==> config.mk <==
export PLATFORM = sky130hd
export DESIGN_NAME = imem_loader
export DESIGN_NICKNAME = d
export VERILOG_FILES = /design/src/rtl/imem_loader_pkg.sv /design/src/rtl/imem_loader_word_assembler.sv /design/src/rtl/imem_loader.sv
export SDC_FILE = /design/constraint.sdc
export NUM_CORES = 1
export LEC_CHECK = 0
export ABC_AREA = 1
export CAP_MARGIN = 25
export CORE_AREA = 2 2 124 126
export DETAILED_ROUTE_END_ITERATION = 10
export DIE_AREA = 0 0 126 128
export PLACE_DENSITY = 0.79
export RECOVER_POWER = 100
export SLEW_MARGIN = 20
export SYNTH_ARGS = -nofsm -noshare
export SYNTH_HDL_FRONTEND = slang
export SYNTH_SLANG_ARGS = --single-unit
==> constraint.sdc <==
create_clock -name clk -period 4.45 [get_ports clk]
set_input_delay 0.89 -clock clk [delete_from_list [all_inputs] [get_ports clk]]
set_output_delay 0.89 -clock clk [all_outputs]
set_load 0.03 [all_outputs]
==> src/rtl/imem_loader_pkg.sv <==
// Shared definitions for the instruction-memory program loader:
// FSM encodings, error codes and the default frame start byte.
package imem_loader_pkg;

  typedef enum logic [2:0] {
    ST_IDLE    = 3'd0,
    ST_LEN_LO  = 3'd1,
    ST_LEN_HI  = 3'd2,
    ST_PAYLOAD = 3'd3,
    ST_CHECK   = 3'd4,
    ST_DONE    = 3'd5,
    ST_ERROR   = 3'd6
  } state_t;

  localparam logic [1:0] ERR_NONE    = 2'b00;
  localparam logic [1:0] ERR_LEN     = 2'b01;
  localparam logic [1:0] ERR_CSUM    = 2'b10;
  localparam logic [1:0] ERR_TIMEOUT = 2'b11;

  localparam logic [7:0] MAGIC_DEFAULT = 8'hA5;

  // Payload checksum is a plain modulo-256 byte sum.
  function automatic logic [7:0] csum_add(input logic [7:0] sum, input logic [7:0] b);
    return sum + b;
  endfunction

endpackage

==> src/rtl/imem_loader_word_assembler.sv <==
// Packs accepted bytes little-endian into a word and pulses word_ready
// the cycle after the last lane is filled.
module word_assembler
  import imem_loader_pkg::*;
#(
  parameter int DATA_WIDTH = 32
) (
  input  logic                  clk,
  input  logic                  rst,
  input  logic                  clear,
  input  logic                  push,
  input  logic [7:0]            byte_in,
  output logic [DATA_WIDTH-1:0] word,
  output logic                  word_ready,
  output logic                  last_lane
);

  localparam int LANES  = DATA_WIDTH / 8;
  localparam int LANE_W = (LANES > 1) ? $clog2(LANES) : 1;
  localparam logic [LANE_W-1:0] LAST = LANE_W'(LANES - 1);

  logic [LANE_W-1:0]     lane_r;
  logic [DATA_WIDTH-1:0] word_r;
  logic                  word_ready_r;

  assign last_lane  = (lane_r == LAST);
  assign word       = word_r;
  assign word_ready = word_ready_r;

  // Byte lane pointer, restarted at the beginning of every payload.
  always_ff @(posedge clk or posedge rst) begin
    if (rst) begin
      lane_r <= '0;
    end else if (clear) begin
      lane_r <= '0;
    end else if (push) begin
      lane_r <= last_lane ? '0 : lane_r + LANE_W'(1);
    end else begin
      lane_r <= lane_r;
    end
  end

  // Insert the accepted byte into its lane; every lane is rewritten per word.
  always_ff @(posedge clk or posedge rst) begin
    if (rst) begin
      word_r <= '0;
    end else if (push) begin
      for (int i = 0; i < LANES; i++) begin
        if (lane_r == LANE_W'(i)) begin
          word_r[8*i +: 8] <= byte_in;
        end
      end
    end else begin
      word_r <= word_r;
    end
  end

  // One-cycle strobe, aligned with the completed word in word_r.
  always_ff @(posedge clk or posedge rst) begin
    if (rst) begin
      word_ready_r <= 1'b0;
    end else if (clear) begin
      word_ready_r <= 1'b0;
    end else begin
      word_ready_r <= push && last_lane;
    end
  end

endmodule

==> src/rtl/imem_loader.sv <==
// Framed byte-stream program loader: writes words into the instruction
// BRAM, verifies the checksum and keeps the core stalled until success.
module imem_loader
  import imem_loader_pkg::*;
#(
  parameter int          DATA_WIDTH     = 32,
  parameter int          ADDR_WIDTH     = 32,
  parameter int          MAX_WORDS      = 1024,
  parameter logic [7:0]  MAGIC          = MAGIC_DEFAULT,
  parameter int          TIMEOUT_CYCLES = 1000000
) (
  input  logic                  clk,
  input  logic                  rst,
  input  logic [7:0]            byte_in,
  input  logic                  byte_valid,
  output logic                  byte_ready,
  output logic [ADDR_WIDTH-1:0] i_w_addr,
  output logic [DATA_WIDTH-1:0] i_w_dat,
  output logic                  i_w_enb,
  output logic                  cpu_stall,
  output logic                  load_done,
  output logic                  load_err,
  output logic [1:0]            err_code
);

  localparam int TO_W = (TIMEOUT_CYCLES > 2) ? $clog2(TIMEOUT_CYCLES) : 1;
  localparam logic [TO_W-1:0] TO_MAX = TO_W'(TIMEOUT_CYCLES - 1);

  state_t                state_r;
  logic [7:0]            len_lo_r;
  logic [15:0]           len_r;
  logic [15:0]           word_cnt_r;
  logic [7:0]            sum_r;
  logic [TO_W-1:0]       to_cnt_r;
  logic [ADDR_WIDTH-1:0] addr_r;
  logic                  done_r;
  logic                  err_r;
  logic [1:0]            err_code_r;
  logic                  stall_r;

  logic                  fire_s;
  logic                  in_frame_s;
  logic                  restart_s;
  logic                  timeout_s;
  logic                  asm_clear_s;
  logic                  asm_push_s;
  logic [15:0]           len_next_s;
  logic [DATA_WIDTH-1:0] word_s;
  logic                  word_ready_s;
  logic                  last_lane_s;

  // Frame control decode shared by the FSM, counters and assembler.
  always_comb begin
    fire_s      = byte_valid;
    len_next_s  = {byte_in, len_lo_r};
    in_frame_s  = 1'b0;
    restart_s   = 1'b0;
    case (state_r)
      ST_LEN_LO, ST_LEN_HI, ST_PAYLOAD, ST_CHECK: in_frame_s = 1'b1;
      ST_IDLE, ST_DONE, ST_ERROR:                 restart_s  = byte_valid && (byte_in == MAGIC);
      default:                                    in_frame_s = 1'b0;
    endcase
    timeout_s   = in_frame_s && !fire_s && (to_cnt_r == TO_MAX);
    asm_clear_s = (state_r == ST_LEN_HI) && fire_s;
    asm_push_s  = (state_r == ST_PAYLOAD) && fire_s;
  end

  word_assembler #(
    .DATA_WIDTH(DATA_WIDTH)
  ) u_asm (
    .clk        (clk),
    .rst        (rst),
    .clear      (asm_clear_s),
    .push       (asm_push_s),
    .byte_in    (byte_in),
    .word       (word_s),
    .word_ready (word_ready_s),
    .last_lane  (last_lane_s)
  );

  // Frame FSM with registered status outputs.
  always_ff @(posedge clk or posedge rst) begin
    if (rst) begin
      state_r    <= ST_IDLE;
      len_lo_r   <= 8'd0;
      len_r      <= 16'd0;
      word_cnt_r <= 16'd0;
      sum_r      <= 8'd0;
      done_r     <= 1'b0;
      err_r      <= 1'b0;
      err_code_r <= ERR_NONE;
      stall_r    <= 1'b1;
    end else if (restart_s) begin
      state_r    <= ST_LEN_LO;
      done_r     <= 1'b0;
      err_r      <= 1'b0;
      err_code_r <= ERR_NONE;
      stall_r    <= 1'b1;
    end else if (timeout_s) begin
      state_r    <= ST_ERROR;
      err_r      <= 1'b1;
      err_code_r <= ERR_TIMEOUT;
      stall_r    <= 1'b1;
    end else if (fire_s) begin
      case (state_r)
        ST_LEN_LO: begin
          len_lo_r <= byte_in;
          state_r  <= ST_LEN_HI;
        end
        ST_LEN_HI: begin
          len_r      <= len_next_s;
          word_cnt_r <= 16'd0;
          sum_r      <= 8'd0;
          if (32'(len_next_s) > 32'(MAX_WORDS)) begin
            state_r    <= ST_ERROR;
            err_r      <= 1'b1;
            err_code_r <= ERR_LEN;
          end else if (len_next_s == 16'd0) begin
            state_r <= ST_CHECK;
          end else begin
            state_r <= ST_PAYLOAD;
          end
        end
        ST_PAYLOAD: begin
          sum_r <= csum_add(sum_r, byte_in);
          if (last_lane_s) begin
            word_cnt_r <= word_cnt_r + 16'd1;
            if (word_cnt_r == len_r - 16'd1) begin
              state_r <= ST_CHECK;
            end
          end
        end
        ST_CHECK: begin
          if (byte_in == sum_r) begin
            state_r <= ST_DONE;
            done_r  <= 1'b1;
            stall_r <= 1'b0;
          end else begin
            state_r    <= ST_ERROR;
            err_r      <= 1'b1;
            err_code_r <= ERR_CSUM;
            stall_r    <= 1'b1;
          end
        end
        default: state_r <= state_r;
      endcase
    end else begin
      state_r <= state_r;
    end
  end

  // Inter-byte idle counter, only live while a frame is open.
  always_ff @(posedge clk or posedge rst) begin
    if (rst) begin
      to_cnt_r <= '0;
    end else if (!in_frame_s || fire_s) begin
      to_cnt_r <= '0;
    end else if (to_cnt_r != TO_MAX) begin
      to_cnt_r <= to_cnt_r + TO_W'(1);
    end else begin
      to_cnt_r <= to_cnt_r;
    end
  end

  // Write address: zeroed at payload start, stepped after each word write.
  always_ff @(posedge clk or posedge rst) begin
    if (rst) begin
      addr_r <= '0;
    end else if (asm_clear_s) begin
      addr_r <= '0;
    end else if (word_ready_s) begin
      addr_r <= addr_r + ADDR_WIDTH'(32'd4);
    end else begin
      addr_r <= addr_r;
    end
  end

  assign byte_ready = 1'b1;
  assign i_w_addr   = addr_r;
  assign i_w_dat    = word_s;
  assign i_w_enb    = word_ready_s;
  assign cpu_stall  = stall_r;
  assign load_done  = done_r;
  assign load_err   = err_r;
  assign err_code   = err_code_r;

endmodule

======== Word-level counts from Yosys, hierarchy flattened ========
Cells that the tools add are included.
Widths: inputs -> output; s select.
storage, ports and cells
  memory bits (writable) .................. 0
  memories ................................ 0
  bits in read-only memories .............. 0
  register bits after elaboration ......... 143
  latch bits .............................. 0
  bits of input ports ..................... 11
  word-level logic and storage cells ...... 127
  output and inout bits ................... 71
operators by class
  add/subtract/negate cells ............... 6
  bitwise operators ....................... 2
  reductions and logical operators ........ 37
  shifts and indexed selects .............. 0
  divide/modulo/power cells ............... 0
  equal/unequal tests ..................... 20
  multiply operators ...................... 0
  order comparisons ....................... 1
  multiplexer cells ....................... 44
operator list
  kind                   number
  $mux 32                2
  $mux 20                2
  $add 32x3->32 const B  1
  $pmux 16 s2            1
  $reduce_and 4->1       6
  $mux 3                 7
  $add 20x1->20 const B  1
  $eq 20x20->1 const B   1
  $ne 20x20->1 const B   1
  $mux 1                 18
  $mux 2                 9
  $add 16x1->16 const B  1
  $eq 16x16->1           1
  $gt 16x11->1 const B   1
  $logic_not 16->1       1
  $mux 16                1
  $pmux 8 s2             1
  $sub 16x1->16 const B  1
  $reduce_bool 2->1      7
  $ne 4x3->1 const B     3
  $pmux 3 s4             1
  $reduce_and 2->1       5
  $eq 3x3->1 const B     3
  $add 8x8->8            1
  24 further kinds       34

======== Depth between registers and ports, before layout ========
Gate-level depths: netlist of the first run.
  depth after elaboration ................. 8
  depth in mapped cells ................... 16
  depth with buffers taken out ............ 16

======== By module ========
A second synthesis of the first run with hierarchy kept.
unflattened totals
  cell total of the unflattened synthesis .. 969
  area, all modules ....................... 7667.4 um^2
by module, submodules not included
  module          times used  seq. area each (um^2)  area an instance (um^2)  cells each
  imem_loader     1           2653.8                 6318.6                   837
  word_assembler  1           875.8                  1348.8                   132

======== Least setup slack after synthesis of the first run ========
No wires, ideal clock.
  path type ............................... in2reg
  from .................................... in byte_in[0]
  to ...................................... reg sum_r[6]
  library setup time ...................... 0.126 ns
  data arrival time ....................... 2.280 ns
  buffers on the path ..................... 0
  slack ................................... 2.044 ns
  stages on the path ...................... 12
  cell sequence ........................... ha_1 > fa_1 > nand2_1 > inv_1 > o21a_1 > nor2_1 > nor2_1 > nor2_1 > nor2_1 > nor2_1 > xor2_1 > o21ai_0
between the ends
  longest elaborated chain between the ends .. 5
  elaborated cells between the ends (all ways) .. 7
  classes of those cells .................. add/sub (1); eq/ne (1); mux (2); bitwise (1); reduce/logical (2)
RTL lines
  item                                                                 line                text
  start, declared                                                      imem_loader.sv:14   input logic [7:0] byte_in,
  parallel branches: the longest is 5 deep, another holds $add 8x8->8  n/a
  end signal, assigned                                                 imem_loader.sv:125  sum_r <= csum_add(sum_r, byte_in);
  end, declared                                                        imem_loader.sv:33   logic [7:0] sum_r;
Several ways; the timed one is not identified.
A chain may end at the register's enable or synchronous reset.

======== Final worst setup path of the first run ========
  from .................................... in byte_valid
  to ...................................... reg word_cnt_r[8]
between the ends
  longest elaborated chain between the ends .. 5
  elaborated cells between the ends (all ways) .. 8
  classes of those cells .................. mux (1); bitwise (2); reduce/logical (5)
RTL lines
  item                             line                text
  start, declared                  imem_loader.sv:15   input logic byte_valid,
  $logic_not 1->1                  imem_loader.sv:63   timeout_s = in_frame_s && !fire_s && (to_cnt_r == TO_MAX);
  $logic_and 1x1->1 (2 in series)  imem_loader.sv:63
  $not 1->1 (no line)              n/a
  $reduce_and 5->1 (no line) *     n/a
  end signal, assigned             imem_loader.sv:127  word_cnt_r <= word_cnt_r + 16'd1;
  end, declared                    imem_loader.sv:32   logic [15:0] word_cnt_r;
Every way passes the cells marked *; elsewhere a longest branch is shown, timed or not.

==> results of run 1 <==
## layout make-up
cell class	instances	area share, %
tap	188	2.60
sequential	141	39.0
timing repair buffer	81	8.80
multi-input combinational	692	38.1
clock inverter	13	1.83
clock buffer	19	4.90
inverter	113	4.73
## report_power, final
group | total, uW | internal (uW) | switching, uW
Clock | 1460 | 899 | 561
Combinational | 1160 | 384 | 774
Sequential | 1530 | 1410 | 127
## cells in the mapped netlist (13+ instances only)
cell type  count  area share, %
nand2_1      230             11
dfrtp_1      140             46
inv_1        105            5.2
nor2_1        95            4.7
o21ai_0       95            6.3
nand3_1       49            3.2
a21oi_1       38            2.5
nor3_1        37            2.5
nand4_1       22            1.8
clkbuf_1      15           0.75
ha_1          15            2.5
xor2_1        13            1.5
## cells by family after synthesis
family                   count (synthesis)  share of synthesized area (%)
XOR/XNOR                                24                           2.78
adder cells (fa/ha/maj)                 16                           2.75
other                                    2                         0.0994
AO/OA/AOI/OAI                          174                           12.7
AND/OR/NAND/NOR                        475                           28.0
buffers and inverters                  133                           6.91
flip-flops                             141                           46.7
## per-layer routing
metal | GRT usage, % | vias up
met5 | 0 | -
met4 | 7.50 | 0
met3 | 3.84 | 21
met2 | 36.1 | 160
met1 | 31.3 | 3245
li1 | - | 3344
## registers in the layout, summed over array words and instances (netlist names)
signal            count
err_code              2
word_cnt_r           16
u_asm.lane_r          2
u_asm.word           32
i_w_addr             30
to_cnt_r             20
state_r               3
sum_r                 8
cpu_stall             1
u_asm.word_ready      1
len_r                16
load_done             1
load_err              1
len_lo_r              8
## worst paths after layout
path	end	slack (ns)
setup / recovery	word_cnt_r[8]$_DFFE_PP0P_	1.17
hold reg to reg	u_asm.word[15]$_DFFE_PP0P_	0.48
hold / removal	u_asm.word[15]$_DFFE_PP0P_	0.48
setup reg to reg	load_err$_DFFE_PP0P_	1.49
min in group asynchronous	len_r[12]$_DFFE_PP0P_	1.61
max in group asynchronous	to_cnt_r[19]$_DFFE_PP0N_	1.55
## worst min-delay path, cell delays in order, from the launching register on
cell	delay, ns
dfrtp_1	0.34
nand2_1	0.05
o21ai_0	0.06
## stage by stage
step / total power, uW / setup WS [ns] / hold slack, ns / cell area, um2 / cells
2_1_floorplan: 2430 / 1.80 / 0.450 / 7560 / 966
4_1_cts: 4190 / 1.74 / 0.488 / 9120 / 1247
5_1_grt: 4400 / 0.865 / 0.503 / 9050 / 1247
3_3_place_gp: 2690 / 1.38 / 0.467 / 8510 / 1215
6_report: 4150 / 1.17 / 0.483 / 9050 / 1247
3_5_place_dp: 2720 / 1.30 / 0.474 / 8510 / 1215
==> flow_summary.yaml, run 1 <==
status:
  status: "finished with violations"
  violations: "capacitance limit, slew limit"
setup_path:
  path_cells: "dlygate4sd3_1 > nand2_1 > clkbuf_1 > o21ai_0 > a21oi_1"
  cp-startpoint: "byte_valid"
  slowest_delay_ns: 0.89
  crit_arrival_ns: 3.62
  slowest_stage: "clkbuf_1"
  path_depth: 5
  cp-end-kind: "flop"
  startpoint_type: "primary input"
  cp_num_buf_inv: 2
  critPathMaxFanout: 33
  critPathTopFamily: "buffers and inverters"
  critical_path_required_ns: 4.79
  reg2reg_depth: 12
  critPathKind: "in2reg"
  r2r-start: "state_r[0]$_DFFE_PP0P_"
synth:
  ys_seq_area_share_pct: 46.7
  avgSynthCellArea_um2: 7.83
  ys_seq_elements: 141
  synth_edf_count: 0
  synth_area_mm2: 0.00755
  synth_warnings: 0
  async_flop_share_pct: 100
  synthCells: 965
  synth_cell_types: 48
  ys.flop_type: "dfrtp_1"
timing:
  slew_viol_final: 142
  skew_ns: 0.00710
  relSlewSlack_pct: -28.8
  rsz0062_at_grt: "false"
  hold_viol_final: 0
  max_freq_ghz: 0.304
  timing.setup.tns_ns: 0
  setup_viol: 0
  period_share_pct: 73.8
  min_period_ns: 3.28
  tightest_slew_ns: 1.93
drt:
  wire_per_inst_um: 13.8
  routed.top_layer: "met4"
  drtPass1Iterations: 5
  met1Wirelength_um: 8150
  drtAntennaViolNets: 0
  routed_via_density: 5.43
  finalWirelength_um: 17200
  vias: 6770
  dr_wl_met2_um: 8180
  drt_iter0_drc: 538
  route.met3.wl_um: 645
  drc: 0
clocking:
  hold_buffers: 0
  clk_pin_slew_ns: 0.06
  cts_buffers: 17
  htreeDepth: 4
  cts.sinks: 141
  post_cts_resized: 0
  cts_root_buf: "clkbuf_16"
  cts.path.max_buffers: 2
  postCtsSetupRepairBufs: 0
  cts_tree: "yes"
  clkLatencyLatePin_ns: 0.42
grt:
  grt_pass1_wl_um: 29700
  grt_pass1_vias: 6433
  track_usage_pct: 22.5
  grt_overflow: 0
  antenna_found_initial: 0
  grt_max_degree: 142
final_layout:
  nets: 1073
  diodes: 0
  multi_input_area_mm2: 0.00345
  drive_gt1_share_pct: 4.72
  seq_area_mm2: 0.00353
  final_common_cell: "nand2_1"
  area_growth_pct: 19.8
  utilization_pct: 60.9
  fillers: 1314
  final_cell_mix: "nand2_1, dfrtp_1, inv_1"
die:
  ios: 82
  coreArea_mm2: 0.0149
  start_util_pct: 50.8
  dieHeight_um: 128
  die_w_um: 126
  die_area_mm2: 0.0161
  rows: 45
pwr:
  p_leak_uw: 0.00433
  max-vdd-ir-drop_v: 0.000291
  power_per_cell_area_mw_per_mm2: 459
placed_design:
  hpwl_um: 11900
  io_buffers: 78
  gp_congestion: 0.877
run:
  max_cap_violations: 1
min_path:
  hold_start: "u_asm.word[15]$_DFFE_PP0P_"
  min_path_type: "reg2reg"
  min_path_cells: 2
(Power assumes the default switching activity.)
==> inputs of run 2 (changes only) <==
- CORE_AREA: 2 2 124 126 -> 2 2 123 125
- DIE_AREA: 0 0 126 128 -> 0 0 125 127
- PLACE_DENSITY: 0.79 -> 0.77
- clock period: 4.45 -> 3.3 ns (I/O delays scaled with it)
==> flow_summary.yaml, run 2 (same netlist as run 1, synthesis figures left out) <==
status:
  status: "finished with violations"
  violations: "capacitance limit, slew limit"
grt:
  globalRouteMet2Util_pct: 35.0
  grt_use_met1_pct: 31.4
  antenna_found_initial: 0
  grt-busiest-layer: "met2"
  grt_overflow: 0
  use_met3_pct: 5.11
  grt_max_degree: 142
  grt_pass1_vias: 6151
  track_usage_pct: 22.4
  grt_pass1_wl_um: 29000
setup_path:
  slowest_delay_ns: 0.54
  crit_path_frequent_cell: "nand2_1"
  critPathKind: "in2reg"
  cp-end-kind: "flop"
  cp_num_buf_inv: 3
  slowest_stage: "dlygate4sd3_1"
  critical_path_required_ns: 3.61
  critPathTopFamily: "simple AND/OR/NAND/NOR gates"
  path_cells: "dlygate4sd3_1 > clkbuf_1 > nand2_1 > nand2_1 > inv_1 > nor2_1 > nand2_1 > nor2_1 > nand3_1 > o21ai_0 > a21oi_1"
  startpoint_type: "primary input"
  crit_arrival_ns: 2.97
  critPathMaxFanout: 5
die:
  start_util_pct: 52.4
  ios: 82
  die_w_um: 125
  rows: 44
  die_area_mm2: 0.0159
  dieHeight_um: 127
  coreArea_mm2: 0.0144
pwr:
  power_frac_comb_pct: 28.1
  power_per_cell_area_mw_per_mm2: 609
  switching_share_pct: 36.1
  internal_power_uw: 3520
  pwr-share-clk_pct: 34.5
  power_frac_seq_pct: 37.4
  p_switching_uw: 1990
  p_leak_uw: 0.00435
  max-vdd-ir-drop_v: 0.000602
timing:
  setup_viol: 0
  worst_slack_ns: 0.640
  hold_viol_final: 0
  tightest_slew_ns: 1.87
  rsz0062_at_grt: "false"
  skew_ns: 0.00623
  max_freq_ghz: 0.376
  slew_viol_final: 142
  period_share_pct: 80.6
  timing.setup.tns_ns: 0
  min_period_ns: 2.66
  holdWs_ns: 0.482
  relSlewSlack_pct: -24.4
drt:
  wire_per_inst_um: 13.7
  vias: 6678
  drtPass1Iterations: 7
  drc: 0
  finalWirelength_um: 17100
  drtAntennaViolNets: 0
  routed_via_density: 5.36
  drt_iter0_drc: 640
placed_design:
  gp_congestion: 0.872
  io_buffers: 78
  dp_slack_ns: 0.461
  hpwl_um: 11900
clocking:
  clk_pin_slew_ns: 0.06
  cts_root_buf: "clkbuf_16"
  htreeDepth: 4
  cts_tree: "yes"
  post_cts_resized: 0
  cts_buffers: 17
  hold_buffers: 0
  cts.path.max_buffers: 2
  cts.sinks: 141
  clkLatencyLatePin_ns: 0.43
  postCtsSetupRepairBufs: 0
min_path:
  min_path_type: "reg2reg"
final_layout:
  diodes: 0
  largest_reg_flops: 32
  area_growth_pct: 19.8
  final_common_cell: "nand2_1"
  utilization_pct: 62.7
  nets: 1077
  final_cell_mix: "nand2_1, dfrtp_1, inv_1"
  drive_gt1_share_pct: 4.99
run:
  max_cap_violations: 1
==> run 2: layout make-up <==
class / instances / area [um2]
Clock inverter: 13 / 133
Timing Repair Buffer: 85 / 818
Fill cell: 1276 / 5380
Tap cell: 184 / 230
Clock buffer: 19 / 453
Inverter: 113 / 428
Multi-Input combinational cell: 692 / 3450
Sequential cell: 141 / 3530
==> run 2: power groups by stage <==
stage | combinational, uW | sequential (uW) | clock, uW
2_1_floorplan | 1140 | 2140 | 0
3_3_place_gp | 1550 | 2090 | 0
3_5_place_dp | 1590 | 2090 | 0
4_1_cts | 1600 | 2060 | 1920
5_1_grt | 1760 | 2090 | 2010
6_report | 1550 | 2060 | 1900
==> run 2: tightest hold or removal path, stage by stage (launching register included) <==
cell,delay [ns]
dfrtp_1,0.34
nand2_1,0.05
o21ai_0,0.06
==> run 2: final timing paths <==
kind	startpoint	to	slack, ns	cells past startpoint
max in group asynchronous	rst	i_w_addr[27]$_DFFE_PP0N_	0.85	3
min reg2reg	u_asm.word[15]$_DFFE_PP0P_	u_asm.word[15]$_DFFE_PP0P_	0.48	2
min	u_asm.word[15]$_DFFE_PP0P_	u_asm.word[15]$_DFFE_PP0P_	0.48	2
max reg2reg	state_r[0]$_DFFE_PP0P_	state_r[0]$_DFFE_PP0P_	0.76	13
min in group asynchronous	rst	word_cnt_r[13]$_DFFE_PP0P_	1.27	3
max	byte_valid	i_w_addr[13]$_DFFE_PP0N_	0.64	11
==> run 2: layer usage <==
metal	part of all wire [%]	vias to the layer above	wire (um)
met5	0	-	0
met4	1.3	0	222
met3	3.9	21	669
met2	47	125	7980
met1	48	3177	8270
li1	-	3355	-
==> run 2: stage by stage <==
stage                     cell area, um2  total power [uW]  std cells
after floorplan                     7560              3280        966
final                               9050              5510       1247
after detailed placement            8540              3680       1215
after CTS                           9120              5580       1247
after global placement              8540              3650       1215
after global routing                9050              5850       1247
==> variant, RTL diff (settings of run 2) <==
Set the parameter `ADDR_WIDTH` to 16 (it was 32).
--- a/src/rtl/imem_loader.sv
+++ b/src/rtl/imem_loader.sv
@@ -4,7 +4,7 @@
   import imem_loader_pkg::*;
 #(
   parameter int          DATA_WIDTH     = 32,
-  parameter int          ADDR_WIDTH     = 32,
+  parameter int          ADDR_WIDTH     = 16,
   parameter int          MAX_WORDS      = 1024,
   parameter logic [7:0]  MAGIC          = MAGIC_DEFAULT,
   parameter int          TIMEOUT_CYCLES = 1000000
Ports: changed (resized i_w_addr); port bits go from 82 to 66. The function was not compared with the original's and may differ.
==> variant against run 2 <==
Sequential cell count shrank 16. Count of clock-buffer cells in the layout rose by 1. Synthesized area down 13%. Clock power is 11% higher. Wire length down 13%. Via count shrank 16%. Register-to-register slack got worse by 0.23 ns. Setup slack worse by 0.11 ns. Cell count shrank 14%. Sequential power shrank 9%. Sequential share of layout area increased by 0.39 points. Design area is 12% lower. Power shrank 0.22%. Die area unchanged.
==> variant: results (changes against run 2) <==
Finish
  • Clock Buffer Count: 20 (+1)
  • Final-layout non-clock buffer area share: 8.08% (-0.96 points)
  • # fillers: 1,299 (+1.8%)
  • Multi-input logic area: 0.00293 mm² (-15%)
  • ClkCell Share: 8.35% (+1.9 points)
  • Post-layout util: 55.1% (-7.7 points)
  • Share of cells above drive strength 1: 6.85% (+1.9 points)
  • Non-clock buffers: 67 (-21%)
  • Nets@finish: 904 (-16%)
  • Non-filler cells in the finished layout: 1,074 (-14%)
  • Multi-In Gates: 575 (-17%)
  • Non-clock inverter count: 91 (-19%)
  • Register Area: 0.00313 mm² (-11%)

Clocking
  • Clock transition at path regs: 0.06 ns (about the same)
  • Clk sinks: 125 (-11%)
  • Root Buffer: clkbuf_16

Placement
  • Place WS: 0.458 ns (-0.00318 ns)
  • Placed cell area: 0.00741 mm² (-13%)
  • Detail Placement HPWL: 10.1 mm (-15%)
  • GPL Wtd Cong: 0.847 (-2.8%)
  • Number of I/O port buffers: 62 (-21%)
  • DP Cell Count: 1,042 (-14%)

Setup path
  • Worst R2R Start: state_r[0]
  • Crit path max-delay cell type: nor2_1
  • Reg2Reg Capture Point: u_asm.word[29]
  • R2R cell count: 9 (-4)
  • Crit Path Category: register to register
  • Crit path DAT: 3.05 ns (+0.08 ns)
  • Worst path max stage delay: 0.58 ns (+0.04 ns)
  • Crit Path Max Fanout: 16 (+11)

STA
  • Hold Slack: 0.479 ns (-0.00371 ns)
  • Clock Skew: 0.00930 ns (+0.00307 ns)
  • Worst slew pin tran: 1.25 ns (-0.615 ns)
  • Post-route setup slack: 0.534 ns (-0.106 ns)

Global route
  • First-pass GRT wire length: 25.3 mm (-13%)
  • Largest net degree at the start of global routing: 42 (-70%)
  • Number of global-route vias before repair: 5,322 (-13%)
  • Total GRT Usage: 19.6% (-2.8 points)

Outcome
  • Outcome: finished clean

Power
  • Cell leakage power: 0.00383 µW (-12%)
  • Sw Ratio: 34.3% (-1.9 points)
  • VDD IR max: 563 µV (-6.5%)

Synth
  • Area contributors post-synth: dfrtp_1 (47%), nand2_1 (11%), o21ai_0 (6.1%)
  • Sequential area share after synthesis: 47.5% (+0.81 points)
  • Post-synth cell types: 52 (+8.3%)
  • Main combinational cell family by area after synthesis: simple AND/OR/NAND/NOR gates
  • Mapped Cells: 807 (-16%)
  • Synth Area in XOR/XNOR: 2.93% (+0.14 points)
  • Synth cell count leaders: nand2_1 (194), dfrtp_1 (124), inv_1 (82)
  • Multiplexer area fraction after synthesis: 0.152% (+0.15 points)
  • Post-Synth Adder-Cell Area: 3.16% (+0.41 points)
  • Post-synthesis compound-gate area fraction: 12.2% (-0.46 points)

Drt
  • First DRT Iteration DRCs: 364 (-43%)
  • Via Count: 5,584 (-16%)
  • Routed wire length per instance: 13.8 µm (+0.64%)
  • DRT Pass-1 Iters: 5 (-2)

Worst hold path
  • Worst Hold Launch: u_asm.word[19]
  • Hold crit path type: register to register
  • Hold endpoint: u_asm.word[19]
-- variant: cell types whose count changed in the layout (fill, tap and decap cells not counted), moves of 8 or more --
cell / before / now
nand2_1: 234 / 199
dfrtp_1: 140 / 124
inv_1: 107 / 83
nor3_1: 38 / 14
dlygate4sd3_1: 71 / 56
nor2_1: 101 / 86
nand3_1: 52 / 44
o21ai_0: 101 / 90
-- variant: per-layer routing --
| metal | vias to the layer above | part of all wire (%) | global-route usage (%) |
|---|---|---|---|
| li1 | 2779 | - | - |
| met1 | 2643 | 47 | 26.1 |
| met2 | 145 | 48 | 31.6 |
| met3 | 17 | 4.2 | 4.40 |
| met4 | 0 | 1.4 | 7.52 |
| met5 | - | 0 | 0 |
-- variant: power groups by stage --
stage	clock network [µW]	registers, µW	logic, µW
global placement	0	1900	1520
floorplan	0	1950	1120
finish	2100	1880	1520
global route	2190	1910	1750
CTS	2120	1880	1580
detailed placement	0	1900	1560
